[config.mk]
export PLATFORM = sky130hd
export DESIGN_NAME = inta_sequencer
export DESIGN_NICKNAME = d
export VERILOG_FILES = /design/src/rtl/inta_pkg.sv /design/src/rtl/inta_pulse_timer.sv /design/src/rtl/inta_sequencer.sv
export SDC_FILE = /design/constraint.sdc
export NUM_CORES = 1
export LEC_CHECK = 0
export CORE_ASPECT_RATIO = 1.1
export CORE_MARGIN = 4
export CORE_UTILIZATION = 45
export CTS_CLUSTER_SIZE = 25
export DETAILED_ROUTE_END_ITERATION = 10
export GPL_TIMING_DRIVEN = 0
export PLACE_DENSITY = 0.77
export SETUP_SLACK_MARGIN = 0.05
export SYNTH_ARGS = -nofsm -noshare
export SYNTH_HDL_FRONTEND = slang
export SYNTH_SLANG_ARGS = --single-unit
[constraint.sdc]
create_clock -name clock -period 1.6 [get_ports clock]
set_input_delay 0.32 -clock clock [delete_from_list [all_inputs] [get_ports clock]]
set_output_delay 0.32 -clock clock [all_outputs]
set_load 0.05 [all_outputs]
[src/rtl/inta_pkg.sv]
// Shared types and constants for the INTA sequencer.
package inta_pkg;

    typedef enum logic [1:0] {
        IDLE  = 2'd0,
        PULSE = 2'd1,
        GAP   = 2'd2,
        DONE  = 2'd3
    } inta_state_t;

    localparam logic [7:0] CALL_OPCODE = 8'hCD;
    localparam int         PULSES_8086 = 2;
    localparam int         PULSES_8080 = 3;

endpackage

[src/rtl/inta_pulse_timer.sv]
// Loadable down-counter; terminal_count marks the final cycle of a timed phase.
module inta_pulse_timer #(
    parameter int WIDTH = 3
) (
    input  logic             clock,
    input  logic             reset_n,
    input  logic             load,
    input  logic [WIDTH-1:0] load_value,
    output logic             terminal_count
);

    logic [WIDTH-1:0] count_q;
    logic [WIDTH-1:0] count_d;

    // Saturates at zero so an idle timer never wraps.
    always_comb begin
        count_d = count_q;
        if (load) begin
            count_d = load_value;
        end else if (count_q != '0) begin
            count_d = count_q - WIDTH'(1);
        end
    end

    always_ff @(posedge clock or negedge reset_n) begin
        if (!reset_n) begin
            count_q <= '0;
        end else begin
            count_q <= count_d;
        end
    end

    assign terminal_count = (count_q == WIDTH'(1));

endmodule

[src/rtl/inta_sequencer.sv]
// Interrupt-acknowledge initiator: drives timed INTA pulse trains and captures the PIC response.
// Optional opcode check on the 8080 first byte is enabled by defining INTA_OPCODE_CHECK_EN.
module inta_sequencer
    import inta_pkg::*;
#(
    parameter int PULSE_WIDTH = 4,
    parameter int GAP_WIDTH   = 2
) (
    input  logic        clock,
    input  logic        reset_n,
    input  logic        enable,
    input  logic        mode_8086,
    input  logic        interrupt,
    input  logic [7:0]  data_bus_in,
    output logic        interrupt_acknowledge_n,
    output logic        busy,
    output logic        vector_valid,
    output logic [7:0]  vector,
    output logic [15:0] call_address,
    output logic        protocol_error
);

    localparam int MAX_WIDTH = (PULSE_WIDTH > GAP_WIDTH) ? PULSE_WIDTH : GAP_WIDTH;
    localparam int CNT_W     = $clog2(MAX_WIDTH + 1);
    localparam logic [CNT_W-1:0] PW_LOAD = CNT_W'(PULSE_WIDTH);
    localparam logic [CNT_W-1:0] GW_LOAD = CNT_W'(GAP_WIDTH);

    inta_state_t state_q, state_d;
    logic        mode_q, mode_d;
    logic [1:0]  index_q, index_d;
    logic [7:0]  byte1_q, byte1_d;
    logic [7:0]  vector_q, vector_d;
    logic [15:0] call_q, call_d;
    logic        inta_n_q, inta_n_d;

    logic             timer_load;
    logic [CNT_W-1:0] timer_value;
    logic             timer_tc;
    logic             last_pulse;
    logic [7:0]       byte1_now;

`ifdef INTA_OPCODE_CHECK_EN
    logic [7:0] byte0_q, byte0_d;
    logic       perr_q, perr_d;
`endif

    inta_pulse_timer #(
        .WIDTH (CNT_W)
    ) u_timer (
        .clock          (clock),
        .reset_n        (reset_n),
        .load           (timer_load),
        .load_value     (timer_value),
        .terminal_count (timer_tc)
    );

    assign last_pulse = mode_q ? (index_q == 2'(PULSES_8086 - 1))
                               : (index_q == 2'(PULSES_8080 - 1));
    // Byte1 is still on the bus when it is the final sample of an 8086 train.
    assign byte1_now  = (index_q == 2'd1) ? data_bus_in : byte1_q;

    always_comb begin
        state_d     = state_q;
        mode_d      = mode_q;
        index_d     = index_q;
        byte1_d     = byte1_q;
        vector_d    = vector_q;
        call_d      = call_q;
        timer_load  = 1'b0;
        timer_value = PW_LOAD;
`ifdef INTA_OPCODE_CHECK_EN
        byte0_d     = byte0_q;
        perr_d      = perr_q;
`endif
        case (state_q)
            IDLE: begin
                if (interrupt && enable) begin
                    state_d    = PULSE;
                    mode_d     = mode_8086;
                    index_d    = 2'd0;
                    timer_load = 1'b1;
`ifdef INTA_OPCODE_CHECK_EN
                    perr_d     = 1'b0;
`endif
                end
            end
            PULSE: begin
                if (timer_tc) begin
                    if (index_q == 2'd1) begin
                        byte1_d = data_bus_in;
                    end
`ifdef INTA_OPCODE_CHECK_EN
                    if (index_q == 2'd0) begin
                        byte0_d = data_bus_in;
                    end
`endif
                    if (last_pulse) begin
                        state_d  = DONE;
                        vector_d = byte1_now;
                        call_d   = mode_q ? 16'h0000 : {data_bus_in, byte1_now};
`ifdef INTA_OPCODE_CHECK_EN
                        if (!mode_q && (byte0_q != CALL_OPCODE)) begin
                            perr_d = 1'b1;
                        end
`endif
                    end else begin
                        state_d     = GAP;
                        timer_load  = 1'b1;
                        timer_value = GW_LOAD;
                    end
                end
            end
            GAP: begin
                if (timer_tc) begin
                    state_d    = PULSE;
                    index_d    = index_q + 2'd1;
                    timer_load = 1'b1;
                end
            end
            DONE: begin
                state_d = IDLE;
            end
            default: begin
                state_d = IDLE;
            end
        endcase
        // Registered INTA: low exactly while the state register holds PULSE.
        inta_n_d = (state_d != PULSE);
    end

    always_ff @(posedge clock or negedge reset_n) begin
        if (!reset_n) begin
            state_q  <= IDLE;
            mode_q   <= 1'b0;
            index_q  <= 2'd0;
            byte1_q  <= 8'h00;
            vector_q <= 8'h00;
            call_q   <= 16'h0000;
            inta_n_q <= 1'b1;
        end else begin
            state_q  <= state_d;
            mode_q   <= mode_d;
            index_q  <= index_d;
            byte1_q  <= byte1_d;
            vector_q <= vector_d;
            call_q   <= call_d;
            inta_n_q <= inta_n_d;
        end
    end

`ifdef INTA_OPCODE_CHECK_EN
    always_ff @(posedge clock or negedge reset_n) begin
        if (!reset_n) begin
            byte0_q <= 8'h00;
            perr_q  <= 1'b0;
        end else begin
            byte0_q <= byte0_d;
            perr_q  <= perr_d;
        end
    end
    assign protocol_error = perr_q;
`else
    assign protocol_error = 1'b0;
`endif

    assign interrupt_acknowledge_n = inta_n_q;
    assign busy                    = (state_q != IDLE);
    assign vector_valid            = (state_q == DONE);
    assign vector                  = vector_q;
    assign call_address            = call_q;

endmodule

==> results of run 1 <==
## cell families after synthesis
family / share of synthesized area, %
buffers and inverters: 6.34
adder cells (fa/ha/maj): 4.62
multiplexers: 8.12
XOR/XNOR: 0.462
other: 0.198
AO/OA/AOI/OAI: 14.7
flip-flops: 54.2
AND/OR/NAND/NOR: 11.3
## Yosys cell counts, drive strengths merged
library cell / number / share of area, %
mux2i: 12 / 6.3
buf: 9 / 3.5
mux2: 3 / 1.8
nand3b: 1 / 0.40
nor2: 10 / 2.0
ha: 7 / 4.6
and3: 1 / 0.33
nor2b: 2 / 0.66
conb: 1 / 0.20
or2: 1 / 0.33
nand4bb: 1 / 0.59
nor4bb: 1 / 1.3
dfstp: 1 / 1.4
a21oi: 24 / 6.3
xnor2: 1 / 0.46
o21bai: 1 / 0.40
clkbuf: 2 / 0.46
o21ai: 12 / 3.2
o21a: 1 / 0.40
dfrtp: 40 / 53
a21boi: 1 / 0.40
and2: 2 / 0.66
nand2b: 1 / 0.33
nand4b: 8 / 3.7
inv: 12 / 2.4
o2bb2ai: 8 / 3.7
nand2: 5 / 0.99
o22ai: 1 / 0.33
## layout by cell type (no fill, tap or decap), types with 9 or more instances in the layout
cell             count
dfrtp_1             38
a21oi_1             12
a21oi_2             11
clkdlybuf4s50_1     11
inv_1               10
nor2_1              10
buf_4               10
clkbuf_2            10
buf_6                9
## worst paths after layout
| path | to | slack [ns] |
|---|---|---|
| worst min register to register | call_address[6] | 0.51 |
| max in group asynchronous | state_q[0] | 0.85 |
| worst min-delay path | index_q[1] | 0.15 |
| worst max register to register | call_address[6] | -0.04 |
| worst max-delay path | call_address[6] | -0.04 |
| min in group clock | call_address[6] | 0.51 |
## layout make-up
type | count | area [um^2]
Clock buffer | 5 | 68.8
Clock inverter | 3 | 46.3
Multi-Input combinational cell | 105 | 1100
Tap cell | 52 | 65.1
Fill cell | 282 | 1120
Inverter | 12 | 45.0
Timing Repair Buffer | 51 | 455
Sequential cell | 41 | 1030
Buffer | 9 | 95.1
## power breakdown
| group | internal [uW] | total [uW] | switching (uW) |
|---|---|---|---|
| clock | 467 | 839 | 372 |
| sequential | 1490 | 1900 | 416 |
| combinational | 1470 | 3600 | 2130 |
## critical path, cell delays in order (launching register included)
cell and delay, ns:
dfrtp_1 0.38, inv_2 0.09, ha_4 0.16, nor4bb_4 0.25, buf_6 0.17, buf_6 0.10, nand3b_1 0.11, buf_6 0.19
o2bb2ai_2 0.12
## per-layer routing
| layer | wire length [um] | share of wire, % |
|---|---|---|
| met1 | 2180 | 43 |
| met2 | 2560 | 51 |
| met3 | 197 | 3.9 |
| met4 | 80 | 1.6 |
| met5 | 0 | 0 |
## metrics by stage
stage,area (um^2),utilization [%],cells,total power [uW]
after floorplan,1910,-,169,3760
after global placement,2370,58.8,260,4590
after detailed placement,2360,58.7,260,4640
after CTS,2560,63.7,275,5450
after global routing,2910,72.3,278,6670
final,2910,72.3,278,6340
## repair_timing
| item | CTS | global route |
|---|---|---|
| cloned | 1 | 0 |
| resized for setup | 49 | 108 |
| setup buffers | 8 | 3 |
| endpoints found under the setup margin | 46 | 52 |
| pin swaps | 5 | 8 |
## state kept, by name (all words and copies together) (netlist names)
| name | count |
|---|---|
| byte1_q | 8 |
| vector | 8 |
| u_timer.count_q | 3 |
| call_address | 16 |
| state_q | 2 |
| interrupt_acknowledge_n | 1 |
| index_q | 2 |
| mode_q | 1 |
==> qor.yml, run 1 <==
run_status:
  status: "finished with violations"
  violations: "negative setup slack"
yosys:
  synth_area_per_cell_um2: 11.2
  synth_warnings: 0
  syn_inst: 169
  yosysSeqAreaShare_pct: 54.2
  netlist-cell-type-count: 32
  syn-num-nets: 189
  syn_area_um2: 1890
  ys_ff_latch: 41
placement:
  gp_congestion: 0.735
  dp_hpwl_um: 2810
  portBuffers: 39
  pre_cts_ws_ns: -0.211
clock_tree:
  cts_tree: "done"
  postCtsHoldBufs: 0
  clock_latency_ns: 0.30
  clockBufferDepth: 2
  cts_max_level: 2
  cts_buffers: 5
  cts_num_sinks: 41
  cts_root_buffer: "clkbuf_8"
  cts.clk_slew.worst_paths_ns: 0.08
setup_path:
  reg2reg_depth: 8
  critical_path_required_ns: 1.83
  cp_max_fo: 8
  r2r_start: "u_timer.count_q[1]"
  startpoint: "u_timer.count_q[1]"
  worst-setup-path-type: "reg -> reg"
  start_kind: "flop"
  cp.arrival_ns: 1.87
  crit_path_end_kind: "flop"
global_route:
  grt_start_max_net_pins: 42
  grt_pass1_vias: 1454
  grt_use_met2_pct: 25.8
  use_met1_pct: 22.7
  grt_first_pass_wirelength_um: 7040
  grtUsageTotal_pct: 16.6
  grt_antenna_before_repair: 0
  busiest_layer: "met2"
  grt_overflow: 0
  grtUsageMet3_pct: 4.35
drt:
  drtPass1Iterations: 4
  vias: 1507
  drc: 0
  ant_nets: 0
  vias_per_cell: 5.42
  initialDrtViolationCount: 84
  wl_per_cell_um: 18.0
  wirelength_um: 5010
final_layout:
  antenna_cells: 0
  nets: 245
  synthToLayoutAreaGrowth_pct: 53.5
  drive_above_1_share_pct: 39.4
die:
  die_x_um: 69.9
  pin_count: 41
  start_util_pct: 47.1
  dieArea_um2: 5310
  core_um2: 4020
  rows: 24
  die_h_um: 76.0
worst_hold_path:
  hold_path_class: "in -> async"
sta:
  final_max_slew_viol_count: 0
  setup_ws_ns: -0.0444
  layout_min_cycle_time_ns: 1.64
  rsz0062_at_grt: "yes"
  setup_viol: 8
  tightestPinTransition_ns: 0.891
  finalHoldViolCount: 0
  post-route-period-util_pct: 103
  clock-skew-final_ns: 0.00537
  relSlewSlack_pct: 40.6
  holdWs_ns: 0.149
  setup-tns-final_ns: -0.300
  max_freq_ghz: 0.608
power:
  peakVddDrop_mv: 1.35
  p_leak_uw: 0.00119
  power_density_nw_per_um2: 2180
job:
  max_cap_violations: 0
No activity file was read; power rests on OpenSTA's default activity.
==> run 2, diff against run 1 <==
Settings changed: TNS_END_PERCENT set to 50.
==> qor.yml, run 2 (synthesis gave the netlist of run 1 again) <==
run_status:
  status: "finished with violations"
  violations: "negative setup slack"
final_layout:
  final_cell_mix: "dfrtp_1 (38), a21oi_1 (14), dlygate4sd2_1 (14)"
  drive_above_1_share_pct: 31.1
  largest_register_ffs: 16
  synthToLayoutAreaGrowth_pct: 40.9
  antenna_cells: 0
  final_common_cell: "dfrtp_1"
  fillers: 323
  nets: 244
setup_path:
  critical_path_required_ns: 1.83
  ff2ff_setup_slack_ns: -0.003
  path_delay_family: "flip-flops"
  cp_max_fo: 8
  slowest_stage: "dfrtp_1"
  cp_num_cells: 7
  worst-setup-path-type: "reg -> reg"
  reg2reg_depth: 7
  worstReg2RegEnd: "vector[0]"
  start_kind: "flop"
  cp.arrival_ns: 1.84
  worst_path_largest_cell_delay_ns: 0.44
  worstPathCellList: "inv_2 -> ha_2 -> buf_6 -> mux2_4 -> and2_4 -> clkbuf_16 -> a21oi_2"
  r2r_start: "index_q[0]"
  crit_buf_inv: 3
  crit_path_end_kind: "flop"
power:
  peakVddDrop_mv: 1.19
  power_density_nw_per_um2: 2150
  power_uw: 5740
  p_leak_uw: 0.00115
global_route:
  grt_overflow: 0
  grt_pass1_vias: 1374
  grt_start_max_net_pins: 42
  grt_antenna_before_repair: 0
  grtUsageTotal_pct: 15.4
  grt_first_pass_wirelength_um: 6580
clock_tree:
  cts_max_level: 2
  cts_root_buffer: "clkbuf_8"
  cts_buffers: 5
  postCtsHoldBufs: 0
  cts_tree: "done"
  cts.clk_slew.worst_paths_ns: 0.08
  clock_latency_ns: 0.30
  cts_num_sinks: 41
  clockBufferDepth: 2
sta:
  post-route-period-util_pct: 100
  setup_viol: 2
  layout_min_cycle_time_ns: 1.60
  rsz0062_at_grt: "yes"
  final_max_slew_viol_count: 0
  setup-tns-final_ns: -0.00403
  max_freq_ghz: 0.624
  relSlewSlack_pct: 41.0
  clock-skew-final_ns: 0.00449
  finalHoldViolCount: 0
  tightestPinTransition_ns: 0.885
  setup_ws_ns: -0.00282
  holdWs_ns: 0.133
placement:
  portBuffers: 39
  gp_congestion: 0.735
  dp_hpwl_um: 2810
drt:
  drc: 0
  vias_per_cell: 5.24
  vias: 1452
  initialDrtViolationCount: 54
  drtPass1Iterations: 4
  ant_nets: 0
  wirelength_um: 4300
  wl_per_cell_um: 15.5
die:
  die_h_um: 76.0
  rows: 24
  start_util_pct: 47.1
  core_um2: 4020
  dieArea_um2: 5310
  pin_count: 41
  die_x_um: 69.9
job:
  max_cap_violations: 0
worst_hold_path:
  hold_path_class: "in -> async"
run 2: cell count changes in the layout (fill, tap and decap cells not counted), moves of 4 or more:
cell / change
mux2i_2: +6
o21ai_0: +5
o2bb2ai_4: -7
mux2i_4: -6
clkbuf_2: -6
buf_6: -5
o2bb2ai_1: +7
dlygate4sd2_1: +7
o21ai_1: -4
run 2: worst register-to-register path, cell delays in order, from the launching register on:
cell,delay (ns)
dfrtp_1,0.44
inv_2,0.07
ha_2,0.17
buf_6,0.11
mux2_4,0.27
and2_4,0.20
clkbuf_16,0.17
a21oi_2,0.11
run 2: worst max path at each step:
stage                       start         end  slack (ns)
6_report               index_q[0]   vector[0]      -0.003
5_1_grt        u_timer.count_q[1]  byte1_q[1]       -0.05
4_1_cts                state_q[0]        busy       -0.16
3_5_place_dp           state_q[1]        busy       -0.21
3_3_place_gp              reset_n  byte1_q[5]       -0.76
2_1_floorplan          index_q[0]   vector[7]        0.05
run 2: per-stage QoR:
| stage | utilization, % | cell area (um^2) | instances | setup slack, ns |
|---|---|---|---|---|
| CTS | 61.5 | 2470 | 268 | -0.156 |
| global route | 66.3 | 2670 | 277 | -0.0474 |
| global placement | 58.8 | 2370 | 260 | -0.756 |
| finish | 66.3 | 2670 | 277 | -0.00282 |
| floorplan | - | 1910 | 169 | 0.0516 |
| detailed placement | 58.7 | 2360 | 260 | -0.211 |
run 2: final cells by class:
type / instances / area [um^2] / area share, %
sequential: 41 / 1030 / 38.6
multi-input combinational: 105 / 883 / 33.1
timing repair buffer: 49 / 444 / 16.6
buffer: 10 / 86.3 / 3.23
clock buffer: 5 / 68.8 / 2.58
tap: 52 / 65.1 / 2.44
clock inverter: 3 / 46.3 / 1.73
inverter: 12 / 45.0 / 1.69
run 2: what timing repair did:
item	4_1_cts	5_1_grt
pin swaps	2	4
cloned	0	2
gates resized for setup	44	54
setup endpoints to repair	46	50
setup buffers	0	8
run 2: metal layers:
metal	global-route usage, %	routed length [um]	vias up
met5	0	0	-
met4	4.79	51	0
met3	4.35	154	5
met2	23.4	2110	34
met1	21.4	1980	710
li1	-	-	703
run 2: power by group:
part / leakage (uW) / switching (uW) / internal [uW]
combinational: 0.000635 / 1930 / 1150
clock: 0.0000543 / 384 / 467
sequential: 0.000463 / 323 / 1490
==> run 3, diff against run 2 <==
Settings changed: CORE_ASPECT_RATIO 1.1 to not set.
==> qor.yml, run 3 (synthesis gave the netlist of run 1 again) <==
drt:
  drc: 0
  drtPass1Iterations: 4
  wirelength_um: 4510
  wl_per_cell_um: 16.3
  vias: 1468
  initialDrtViolationCount: 57
  ant_nets: 0
  vias_per_cell: 5.32
job:
  max_cap_violations: 0
final_layout:
  final_common_cell: "dfrtp_1"
  multiInputGateArea_um2: 936
  largest_register_ffs: 16
  synthToLayoutAreaGrowth_pct: 44.1
  final_cell_mix: "dfrtp_1 (37), dlygate4sd2_1 (24), a21oi_1 (17)"
  fillers: 305
  drive_above_1_share_pct: 31.4
  nets: 245
  antenna_cells: 0
  final-seq-area_um2: 1030
clock_tree:
  cts_max_level: 2
  cts_tree: "done"
  cts_buffers: 5
  cts.clk_slew.worst_paths_ns: 0.08
  clockBufferDepth: 2
  cts_num_sinks: 41
  cts_root_buffer: "clkbuf_8"
  clock_latency_ns: 0.30
setup_path:
  cp.arrival_ns: 1.80
  crit_path_end_kind: "flop"
  cp_max_fo: 9
  critical_path_required_ns: 1.77
  start_kind: "flop"
  worst-setup-path-type: "reg -> reg"
placement:
  pre_cts_ws_ns: -0.213
  dp_hpwl_um: 2840
  gp_congestion: 0.761
  portBuffers: 39
sta:
  relSlewSlack_pct: 41.4
  layout_min_cycle_time_ns: 1.64
  max_freq_ghz: 0.612
  finalHoldViolCount: 0
  setup_ws_ns: -0.0352
  setup_viol: 1
  clock-skew-final_ns: 0.00693
  post-route-period-util_pct: 102
  final_max_slew_viol_count: 0
  rsz0062_at_grt: "yes"
  tightestPinTransition_ns: 0.880
global_route:
  grt_antenna_before_repair: 0
  grt_first_pass_wirelength_um: 6420
  grt_start_max_net_pins: 42
  grtUsageTotal_pct: 15.7
  grt_pass1_vias: 1326
  grt_overflow: 0
die:
  rows: 23
  die_x_um: 72.9
  pin_count: 41
  dieArea_um2: 5310
  start_util_pct: 47.0
  die_h_um: 72.9
  core_um2: 4030
run_status:
  status: "finished with violations"
  violations: "negative setup slack"
worst_hold_path:
  hold_path_class: "in -> async"
power:
  power_density_nw_per_um2: 2160
  peakVddDrop_mv: 1.22
  power_uw: 5890
  p_leak_uw: 0.00118
-- run 3: layer usage --
metal | global-route usage, % | part of all wire (%)
met1 | 22.6 | 45
met2 | 23.5 | 49
met3 | 3.03 | 4.0
met4 | 5.53 | 2.2
met5 | 0 | 0
-- run 3: path summary, 6_finish.rpt --
path                                    to  cells past startpoint  slack [ns]            start
setup / recovery                byte1_q[1]                      5       -0.04       index_q[1]
hold / removal                  state_q[0]                      1        0.14          reset_n
setup reg to reg                byte1_q[1]                      5       -0.04       index_q[1]
hold reg to reg            call_address[3]                      1        0.50  call_address[3]
max in group asynchronous       index_q[0]                      1        0.85          reset_n
min in group clock         call_address[3]                      1        0.50  call_address[3]
-- run 3: worst max-delay path, cell delays in order (launching register included) --
cell and delay [ns]:
dfrtp_1 0.45, inv_2 0.10, ha_1 0.16, buf_4 0.29, mux2i_2 0.37, a21oi_1 0.14
-- run 3: final cells by class --
| type | count | area share (%) |
|---|---|---|
| plain buffers | 9 | 2.84 |
| flip-flops and latches | 41 | 37.8 |
| well taps | 50 | 2.29 |
| repair buffers | 51 | 16.8 |
| clock inverters | 2 | 1.37 |
| inverters | 12 | 1.65 |
| clock buffers | 6 | 3.02 |
| multi-input cells | 105 | 34.3 |
-- run 3: what timing repair did --
| item | in CTS | in global routing |
|---|---|---|
| hold buffers | 0 | 0 |
| endpoints found under the setup margin | 50 | 43 |
| gates cloned | 0 | 2 |
| hold endpoints to repair | 0 | 0 |
| buffers inserted | 0 | 10 |
| pin swaps | 2 | 3 |
| resized for setup | 45 | 43 |
-- run 3: through the flow --
stage                     hold slack (ns)  area (um^2)  util, %  cells  TNS (ns)
after floorplan                    0.0244         1910        -    169         0
after global placement              0.482         2360     58.7    258    -32.51
after detailed placement            0.476         2360     58.6    258     -1.89
after CTS                           0.172         2490     61.8    266    -0.638
after global routing                0.216         2730     67.8    276    -0.290
final                               0.143         2730     67.8    276   -0.0352
-- run 3: power breakdown --
| part | total [uW] | leakage, uW | internal (uW) | switching, uW |
|---|---|---|---|---|
| sequential | 1830 | 0.000462 | 1490 | 340 |
| clock | 865 | 0.0000574 | 507 | 358 |
| combinational | 3200 | 0.000661 | 1230 | 1970 |
==> RTL change, RTL diff (config.mk and constraints of run 3) <==
Take the reset off `byte1_q` and load it in a clocked block of its own.
--- a/src/rtl/inta_sequencer.sv
+++ b/src/rtl/inta_sequencer.sv
@@ -133,7 +133,6 @@
             state_q  <= IDLE;
             mode_q   <= 1'b0;
             index_q  <= 2'd0;
-            byte1_q  <= 8'h00;
             vector_q <= 8'h00;
             call_q   <= 16'h0000;
             inta_n_q <= 1'b1;
@@ -141,11 +140,14 @@
             state_q  <= state_d;
             mode_q   <= mode_d;
             index_q  <= index_d;
-            byte1_q  <= byte1_d;
             vector_q <= vector_d;
             call_q   <= call_d;
             inta_n_q <= inta_n_d;
         end
+    end
+
+    always_ff @(posedge clock) begin
+        byte1_q <= byte1_d;
     end
 
 `ifdef INTA_OPCODE_CHECK_EN
Behaviour: same outputs for any inputs over 10 cycles, from zero or initial values and one cycle with reset_n low; that may be too few to reach the edited logic, so the function may still have changed.
==> RTL change against run 3 <==
Power down 5.6%; synthesized area up 2.4%; combinational power down 6.9%; sequential cell count unchanged; setup slack better by 0.038 ns; sequential power down 7%; wire length up 4.5%; die area up 2.1%; utilization down 0.99 points; global-route usage up 1.3 points; design area about the same; critical path type unchanged.
==> RTL change: results (changes against run 3) <==
Dpl cells = 247 (-4.3%)
Asr flop ratio synth = 80.5% (-20 points)
Post-Synth Adder-Cell Area = 4.52% (-0.11 points)
Met3 Wirelength = 176 µm (-2.2%)
Worst slew pin tran = 0.740 ns (-0.140 ns)
Final instance area = 2730 µm² (about the same)
Layout cells sized above 1 = 34.5% (+3.1 points)
Arr. time, crit path = 1.77 ns (-0.03 ns)
Largest net degree at the start of global routing = 34 (-19%)
Reg-to-Reg Start = u_timer.count_q[1]
Post-synth cell types = 33 (+3.1%)
Clock skew = 0.00946 ns (+0.00253 ns)
Post-Synth XOR/XNOR Area = 0.452% (-0.011 points)
Leak pwr = 0.00119 µW (+0.66%)
Mux contribution to synthesized area = 14.1% (+5.9 points)
Share of synthesized area occupied by flip-flops and latches = 55.0% (+0.81 points)
Flop2flop setup slack = 0.003 ns (+0.04 ns)
VDD IR max = 0.898 mV (-26%)
Compound-Gate Fraction of Synth Area = 10.3% (-4.4 points)
Post-synth EDFFs = 8 (+8)
Non-filler instance count after layout = 270 (-2.2%)
Status = finished clean
Metal2 WL = 2.53 mm (+14%)
First-pass GRT wire length = 6.87 mm (+7.0%)
Gpl congestion = 0.749 (-1.6%)
-- RTL change: power breakdown --
part / internal (µW) / switching [µW] / total [µW]
clock network: 507 / 361 / 868
registers: 1480 / 234 / 1710
logic: 1120 / 1870 / 2980
total: 3100 / 2460 / 5560
-- RTL change: what timing repair did --
action / 4_1_cts / 5_1_grt
gates cloned: 0 / 0
endpoints found under the setup margin: 98 / 35
setup buffers: 13 / 3
pin swaps: 3 / 2
gates resized for setup: 61 / 30
-- RTL change: routing by layer --
layer  GRT usage [%]  up-vias
met5               0        -
met4            5.63        0
met3            4.38        8
met2            28.4       30
met1            21.1      688
li1                -      677
-- RTL change: layout make-up --
type                            instances  area share, %
Multi-Input combinational cell         86           30.1
Clock buffer                            6           3.03
Sequential cell                        41           39.2
Buffer                                  8           2.89
Inverter                               22           3.03
Tap cell                               50           2.29
Clock inverter                          2           1.38
Timing Repair Buffer                   55           18.1
